==> src/rtl/branch_resolve_pkg.sv <==
// Shared definitions for the branch resolution slice: branch op codes,
// resolution FSM states and a saturating increment helper.
package branch_resolve_pkg;

  typedef enum logic [3:0] {
    OP_NONE = 4'd0,
    OP_BEQ  = 4'd1,
    OP_BNE  = 4'd2,
    OP_BLT  = 4'd3,
    OP_BGE  = 4'd4,
    OP_BLTU = 4'd5,
    OP_BGEU = 4'd6,
    OP_B    = 4'd7,
    OP_BL   = 4'd8,
    OP_JIRL = 4'd9
  } br_op_e;

  typedef enum logic {
    IDLE = 1'b0,
    HOLD = 1'b1
  } br_state_e;

  // Counter increment that sticks at all-ones instead of wrapping.
  function automatic logic [31:0] sat_inc(input logic [31:0] v);
    return (v == '1) ? v : v + 32'd1;
  endfunction

endpackage

==> src/rtl/branch_resolve_cmp.sv <==
// branch_cmp: combinational branch direction evaluation (op, rj, rd -> taken).
module branch_cmp
  import branch_resolve_pkg::*;
(
  input  logic [3:0]  op_i,
  input  logic [31:0] rj_i,
  input  logic [31:0] rd_i,
  output logic        taken_o
);

  // Direction per op; unconditional jumps always taken, non-branches never.
  always_comb begin
    taken_o = 1'b0;
    case (op_i)
      OP_BEQ:  taken_o = (rj_i == rd_i);
      OP_BNE:  taken_o = (rj_i != rd_i);
      OP_BLT:  taken_o = ($signed(rj_i) <  $signed(rd_i));
      OP_BGE:  taken_o = ($signed(rj_i) >= $signed(rd_i));
      OP_BLTU: taken_o = (rj_i <  rd_i);
      OP_BGEU: taken_o = (rj_i >= rd_i);
      OP_B, OP_BL, OP_JIRL: taken_o = 1'b1;
      default: taken_o = 1'b0;
    endcase
  end

endmodule

==> src/rtl/branch_resolve.sv <==
// branch_resolve: EX-stage branch resolution. Resolves direction/target,
// flags mispredicts, holds a redirect to fetch until accepted, and pulses a
// one-cycle BTB training update.
// Optional feature macro: BRANCH_STAT_EN (enables saturating statistics counters).
module branch_resolve
  import branch_resolve_pkg::*;
#(
  parameter int PC_INDEX_WIDTH = 8
) (
  input  logic        clk,
  input  logic        rstn,
  input  logic        ex_valid,
  input  logic        ex_flush,
  input  logic [31:0] ex_pc,
  input  logic [3:0]  ex_br_op,
  input  logic [31:0] ex_rj,
  input  logic [31:0] ex_rd,
  input  logic [31:0] ex_imm,
  input  logic        ex_pred_taken,
  input  logic [31:0] ex_pred_pc,
  input  logic        if0_allowin,
  output logic        redirect_valid,
  output logic [31:0] redirect_pc,
  output logic [31:0] fact_pc,
  output logic [31:0] fact_tpc,
  output logic        fact_taken,
  output logic        predict_dir_fail,
  output logic        predict_add_fail,
  output logic [31:0] stat_total,
  output logic [31:0] stat_dir_fail,
  output logic [31:0] stat_add_fail
);

  br_state_e   state_q, state_d;
  logic        taken;
  logic        is_br;
  logic        accept;
  logic        dir_fail;
  logic        add_fail;
  logic [31:0] target;
  logic [31:0] seq_pc;
  logic [31:0] redirect_pc_q, fact_pc_q, fact_tpc_q;
  logic        fact_taken_q, dir_fail_q, add_fail_q;

  // Index width only mirrors the BTB instantiation; nothing here depends on it.
  logic [PC_INDEX_WIDTH-1:0] unused_pc_index;
  assign unused_pc_index = ex_pc[PC_INDEX_WIDTH+1:2];

  branch_cmp u_cmp (
    .op_i    (ex_br_op),
    .rj_i    (ex_rj),
    .rd_i    (ex_rd),
    .taken_o (taken)
  );

  // Resolution datapath and acceptance qualification.
  always_comb begin
    is_br    = (ex_br_op != OP_NONE);
    seq_pc   = ex_pc + 32'd4;
    target   = (ex_br_op == OP_JIRL) ? ex_rj + ex_imm : ex_pc + ex_imm;
    accept   = ex_valid && (state_q == IDLE) && !ex_flush;
    dir_fail = (ex_pred_taken != taken);
    add_fail = taken && ex_pred_taken && (ex_pred_pc != target);
  end

  // Next-state: enter HOLD on a mispredict, leave when fetch accepts; flush wins.
  always_comb begin
    state_d = state_q;
    case (state_q)
      IDLE: if (accept && (dir_fail || add_fail)) state_d = HOLD;
      HOLD: if (if0_allowin) state_d = IDLE;
      default: state_d = IDLE;
    endcase
    if (ex_flush) state_d = IDLE;
  end

  // State register plus registered training update and redirect target.
  always_ff @(posedge clk) begin
    if (!rstn) begin
      state_q       <= IDLE;
      redirect_pc_q <= '0;
      fact_pc_q     <= '0;
      fact_tpc_q    <= '0;
      fact_taken_q  <= 1'b0;
      dir_fail_q    <= 1'b0;
      add_fail_q    <= 1'b0;
    end else begin
      state_q      <= state_d;
      fact_taken_q <= accept && taken;
      dir_fail_q   <= accept && dir_fail;
      add_fail_q   <= accept && add_fail;
      if (accept) begin
        fact_pc_q  <= ex_pc;
        fact_tpc_q <= is_br ? target : seq_pc;
      end
      if (accept && (dir_fail || add_fail)) begin
        redirect_pc_q <= taken ? target : seq_pc;
      end
    end
  end

  assign redirect_valid   = (state_q == HOLD);
  assign redirect_pc      = redirect_pc_q;
  assign fact_pc          = fact_pc_q;
  assign fact_tpc         = fact_tpc_q;
  assign fact_taken       = fact_taken_q;
  assign predict_dir_fail = dir_fail_q;
  assign predict_add_fail = add_fail_q;

`ifdef BRANCH_STAT_EN
  logic [31:0] stat_total_q, stat_dir_fail_q, stat_add_fail_q;

  // Saturating counters over accepted real branches.
  always_ff @(posedge clk) begin
    if (!rstn) begin
      stat_total_q    <= '0;
      stat_dir_fail_q <= '0;
      stat_add_fail_q <= '0;
    end else if (accept && is_br) begin
      stat_total_q <= sat_inc(stat_total_q);
      if (dir_fail) stat_dir_fail_q <= sat_inc(stat_dir_fail_q);
      if (add_fail) stat_add_fail_q <= sat_inc(stat_add_fail_q);
    end
  end

  assign stat_total    = stat_total_q;
  assign stat_dir_fail = stat_dir_fail_q;
  assign stat_add_fail = stat_add_fail_q;
`else
  assign stat_total    = '0;
  assign stat_dir_fail = '0;
  assign stat_add_fail = '0;
`endif

endmodule

==> config.mk <==
export PLATFORM = sky130hd
export DESIGN_NAME = branch_resolve
export DESIGN_NICKNAME = d
export VERILOG_FILES = /design/src/rtl/branch_resolve_pkg.sv /design/src/rtl/branch_resolve_cmp.sv /design/src/rtl/branch_resolve.sv
export SDC_FILE = /design/constraint.sdc
export NUM_CORES = 1
export LEC_CHECK = 0
export BUFFER_PORTS_ARGS = -buffer_cell sky130_fd_sc_hd__buf_2
export CAP_MARGIN = 20
export CORE_AREA = 2 2 141 143
export DETAILED_ROUTE_END_ITERATION = 10
export DIE_AREA = 0 0 143 145
export GPL_ROUTABILITY_DRIVEN = 1
export PLACE_DENSITY = 0.94
export SETUP_SLACK_MARGIN = 0.1
export SYNTH_ARGS = -nofsm -noshare
export SYNTH_HDL_FRONTEND = slang
export SYNTH_SLANG_ARGS = --single-unit
==> constraint.sdc <==
create_clock -name clk -period 7.6 [get_ports clk]
set_input_delay 0.76 -clock clk [delete_from_list [all_inputs] [get_ports clk]]
set_output_delay 0.76 -clock clk [all_outputs]
set_load 0.01 [all_outputs]
Word-level counts from Yosys, hierarchy flattened
Index checks and enable logic that the tools add are counted.

Bits in latches: 0. Input port bits: 170. Flip-flop bits (word level): 100. Output and inout bits: 196. Bits in read-only memories: 0. Memories: 0. Bits in writable memories: 0.

Bitwise gates (word level): 2. $add $sub $neg: 3. Divide/modulo/power cells: 0. Eq/ne operators: 13. Shift operators: 0. Mux-type cells: 7. Order comparisons: 4. $mul: 0. Reductions and logical operators: 13.

Operators with widths (count): 2-to-1 mux 32 bit (3); adder 32 bit (2); >= comparator 32 bit (2); less-than comparator 32 bit (2); inequality test 32 bit (2); adder 32 x 3 -> 32 bit (second input constant) (1); equality test 32 bit (1); equality test 4 x 3 -> 1 bit (second input constant) (4); equality test 4 x 2 -> 1 bit (second input constant) (2); equality test 4 bit (second input constant) (2); logical AND 1 bit (8); case mux 1 bit (7 select lines) (1); equality test 4 x 1 -> 1 bit (second input constant) (1); nonzero test 4 bit (1); OR reduction 3 bit (1); 2-to-1 mux 1 bit (2); inverter 1 bit (2); case mux 1 bit (2 select lines) (1); OR reduction 2 bit (1); zero test 1 bit (1); logical OR 1 bit (1); inequality test 1 bit (1).

Logic depth before layout (Yosys ltp)
Depth in word-level cells: 9. Mapped depth: 19. Mapped depth without buffers: 16.

Hierarchy
A second synthesis with hierarchy kept.

Cells, all modules: 1309. Area total of the unflattened synthesis: 9884.5 µm².

Modules (own cells, without submodules): branch_resolve (area each 8946.1 µm², times used 1, sequential area each 2001.9 µm², cells each 1177); branch_cmp (area each 938.4 µm², times used 1, sequential area each 0.0 µm², cells each 132).

Worst setup path after synthesis
Ideal clock, no wire load.

Kind: input port to flip-flop. Start point: in ex_br_op[1]. End point: reg redirect_pc_q[27] (netlist: redirect_pc[27]). Setup time: 0.121 ns. Slack: 2.181 ns. Data arrival time: 5.299 ns. Required time: 7.479 ns. Stages: 16. Buffers on the path: 2. Path through: nor2_1 and3_1 clkbuf_1 clkbuf_1 mux2_2 ha_1 a21oi_2 nor3_1 nor4_2 o211ai_2 xnor2_1 a311o_1 or4b_1 or4_4 o31ai_4 mux2_2.

Cells in the longest elaborated chain, start to end: 7. Elaborated cells on any way between the ends: 19.

RTL lines: from (decl) (line branch_resolve.sv:15) `input logic [3:0] ex_br_op,`; equality test 4 bit, or another cell as far along (line branch_resolve_cmp.sv:14, branch_resolve.sv:60); OR reduction 3 bit (line branch_resolve_cmp.sv:14) `case (op_i)`; case mux 1 bit (7 select lines) (line branch_resolve_cmp.sv:14); logical AND 1 bit (2 in series) (line branch_resolve.sv:63) `add_fail = taken && ex_pred_taken && (ex_pred_pc != target);`; logical OR 1 bit (line branch_resolve.sv:96) `if (accept && (dir_fail || add_fail)) begin`; logical AND 1 bit (line branch_resolve.sv:96); to (signal assigned) (line branch_resolve.sv:97) `redirect_pc_q <= taken ? target : seq_pc;`; to (decl) (line branch_resolve.sv:42) `logic [31:0] redirect_pc_q, fact_pc_q, fact_tpc_q;`.

Parallel ways exist; a longest one is shown, timed or not. A chain may end at the register's enable or synchronous reset.

Worst setup path in the final report
Same ends and word-level chain as after synthesis.

==> results_dict.tcl <==
set metrics [dict create \
    regToRegEndpoint "redirect_pc[27]$_SDFFE_PN0P_" \
    p_leak_nw 5.366 \
    synth_edf_count 0 \
    synth.area.mux_share 0.08686 \
    ys_ff_latch 100 \
    synth_top_family_by_area "simple AND/OR/NAND/NOR gates" \
    dieHeight_um 145 \
    dpl.hpwl_mm 27.55 \
    start_util 0.5115 \
    worstSetupPathType "in -> reg" \
    route.detailed.drc 0 \
    final_cells 1815 \
    period_share 0.7831 \
    irDropWorstVdd_uv 89.46 \
    clk_path_buf_depth 2 \
    synthAdderAreaFrac 0.08991 \
    layout_commonest_cell "buf_2" \
    netlist_instances 1320 \
    p_per_area_nw_per_um2 157.6 \
    clock_latency_ns 0.35 \
    row_count 51 \
    num_vias 10450 \
    final_cell_mix "buf_2, nand2_1, nor2_1" \
    cts_buffers 9 \
    run_status "finished clean" \
    worstHoldPathType "reg -> reg" \
    synth-compound-area-share 0.1685 \
    pin_count 366 \
    cp_data_required_time_ns 7.85 \
    layout-drive-gt1-share 0.2227 \
    clock.fmax_mhz 168.0 \
    dieArea_um2 20740 \
    syn_area_um2 9824 \
    gr-usage-met3 0.06370 \
    grt.overflow.total 0 \
    routabilityCongestion 0.9864 \
    cts_setup_buffers 0 \
    synthDistinctLibCells 78 \
    grt_start_max_net_pins 69 \
    synthSimpleGateAreaFrac 0.2455 \
    dp.cells 1797 \
    ys_seq_area_frac 0.2038 \
    min_to "fact_pc[18]$_SDFFE_PN0P_" \
    grt_pass1_vias 9715 \
    use_met1 0.4176 \
    slew_headroom 0.4559 \
    rr_worst_depth 7 \
    cts_root_buf "clkbuf_16" \
    synthArstFlopShare 0 \
    numPortBuffers 269 \
    hold_path_depth 2 \
    cts_resized 0 \
    cap_viol_max_count 0 \
    nets 1784 \
    fin_skew_ns 0.009006 \
    viasPerCell 5.758 \
    die_x_um 143 \
    wl_per_cell_um 18.92 \
    cp-end-kind "register" \
    grt_usage 0.3164 \
    critPathArrivalTime_ns 6.20 \
    clk_pin_slew_ns 0.07 \
    worst_pin_slew_ns 0.8124 \
    reg2reg_slack_ns 5.29 \
    core_area_um2 19210 \
    firstDrtPassIters 8 \
    worstHoldStart "fact_pc[18]$_SDFFE_PN0P_" \
    cts_sinks 100 \
    critPathLaunchType "input pin" \
    ys_warn_count 0 \
    cp_max_fo 33 \
    hold_ws_ns 0.4502 \
    h-tree-depth 3 \
    hold_buffers 0 \
    slew_violations 0 \
    synth_xor_area_frac 0.08558 \
    postRouteWirelength_mm 34.34 \
    tns_ns 0 \
    grt_pass1_wl_mm 52.04 \
    ant_nets 0 \
    hold_viol_final 0 \
    drtIter0Drc 1266 \
    grt-busiest-layer "met2" \
    antenna_found_initial 1 \
    use_met2 0.4998 \
    rsz0062_at_grt "no" \
    rr_startpoint "redirect_valid$_SDFF_PP0_" \
    avgSynthCellArea_um2 7.443 \
    synth_ff_type "dfxtp_1" \
    cts_tree "done" \
    setup_viol 0 \
    min_period_ns 5.951 \
    syn_to_final_growth_pct 14.28 \
]
-- final cells by class --
| cell class | count | area, um^2 |
|---|---|---|
| flip-flops and latches | 100 | 2002 |
| clock inverters | 6 | 37.54 |
| repair buffers | 278 | 1426 |
| clock buffers | 10 | 239.0 |
| inverters | 46 | 172.7 |
| fillers | 1780 | 7980 |
| well taps | 265 | 331.6 |
| diodes | 1 | 2.502 |
| multi-input cells | 1109 | 7015 |
-- worst max-delay path by stage --
stage / start / to / slack, ns / cells past startpoint
2_1_floorplan: ex_br_op[1] / redirect_pc[27]$_SDFFE_PN0P_ / 2.18 / 16
3_3_place_gp: ex_br_op[1] / redirect_pc[27]$_SDFFE_PN0P_ / 1.43 / 18
3_5_place_dp: ex_br_op[1] / redirect_pc[27]$_SDFFE_PN0P_ / 1.36 / 17
4_1_cts: ex_br_op[1] / redirect_pc[27]$_SDFFE_PN0P_ / 1.73 / 17
5_1_grt: ex_br_op[1] / redirect_pc[27]$_SDFFE_PN0P_ / 1.36 / 17
6_report: ex_br_op[1] / redirect_pc[27]$_SDFFE_PN0P_ / 1.65 / 17
-- power breakdown --
part / total, W / internal, W / leakage [nW] / switching [W]
Combinational: 0.000757 / 0.000287 / 4.41 / 0.000470
Sequential: 0.000577 / 0.000558 / 0.818 / 0.0000183
Clock: 0.000436 / 0.000231 / 0.143 / 0.000205
Total: 0.00177 / 0.00108 / 5.37 / 0.000693
-- stage by stage --
step | instance area, um^2 | power (W) | setup WS (ns) | util
floorplan | 10180 | 0.001109 | 2.181 | -
global placement | 10930 | 0.001308 | 1.434 | 0.5690
detailed placement | 10930 | 0.001318 | 1.356 | 0.5690
CTS | 11200 | 0.001754 | 1.734 | 0.5834
global route | 11220 | 0.001856 | 1.359 | 0.5844
finish | 11230 | 0.001770 | 1.649 | 0.5845
-- worst max-delay path: stages --
cell,delay (ns)
buf_2,0.14
nor2_1,0.14
and3_1,0.16
buf_4,0.39
mux2_2,0.41
ha_1,0.31
a211oi_1,0.10
nor3b_1,0.61
a41oi_1,0.28
o21ai_1,0.27
xor3_1,0.30
a221oi_1,0.19
or4b_1,0.46
or4_4,0.57
o31ai_4,0.18
buf_4,0.49
mux2_2,0.39
-- synthesized netlist by cell type, types with 41 or more instances --
cell type / instances / share of area
o21ai_0: 41 / 0.021
dfxtp_1: 100 / 0.20
mux2i_1: 47 / 0.048
clkbuf_1: 49 / 0.019
nor3_1: 51 / 0.026
nor2_1: 140 / 0.053
ha_1: 69 / 0.088
inv_1: 45 / 0.017
nand2_1: 181 / 0.069
xor2_1: 43 / 0.038
buf_4: 99 / 0.076
a21oi_1: 94 / 0.048
-- sequential cells by signal, indices dropped and copies added, names as in the netlist --
| register | cells |
|---|---|
| fact_pc | 32 |
| fact_taken | 1 |
| fact_tpc | 32 |
| predict_add_fail | 1 |
| predict_dir_fail | 1 |
| redirect_pc | 32 |
| redirect_valid | 1 |
-- kinds of logic after synthesis --
logic type / Yosys count
buffers and inverters: 206
other: 1
flip-flops: 100
AND/OR/NAND/NOR: 521
XOR/XNOR: 81
multiplexers: 81
AO/OA/AOI/OAI: 260
adder cells (fa/ha/maj): 70
-- per-layer routing --
layer  routed length [um]  share of wire  vias up
li1                     -              -     4881
met1                13530           0.39     4764
met2                15420           0.45      713
met3                 4154           0.12       92
met4                 1232          0.036        0
met5                    0              0        -
Note: power is estimated with default switching activity, not from simulation.
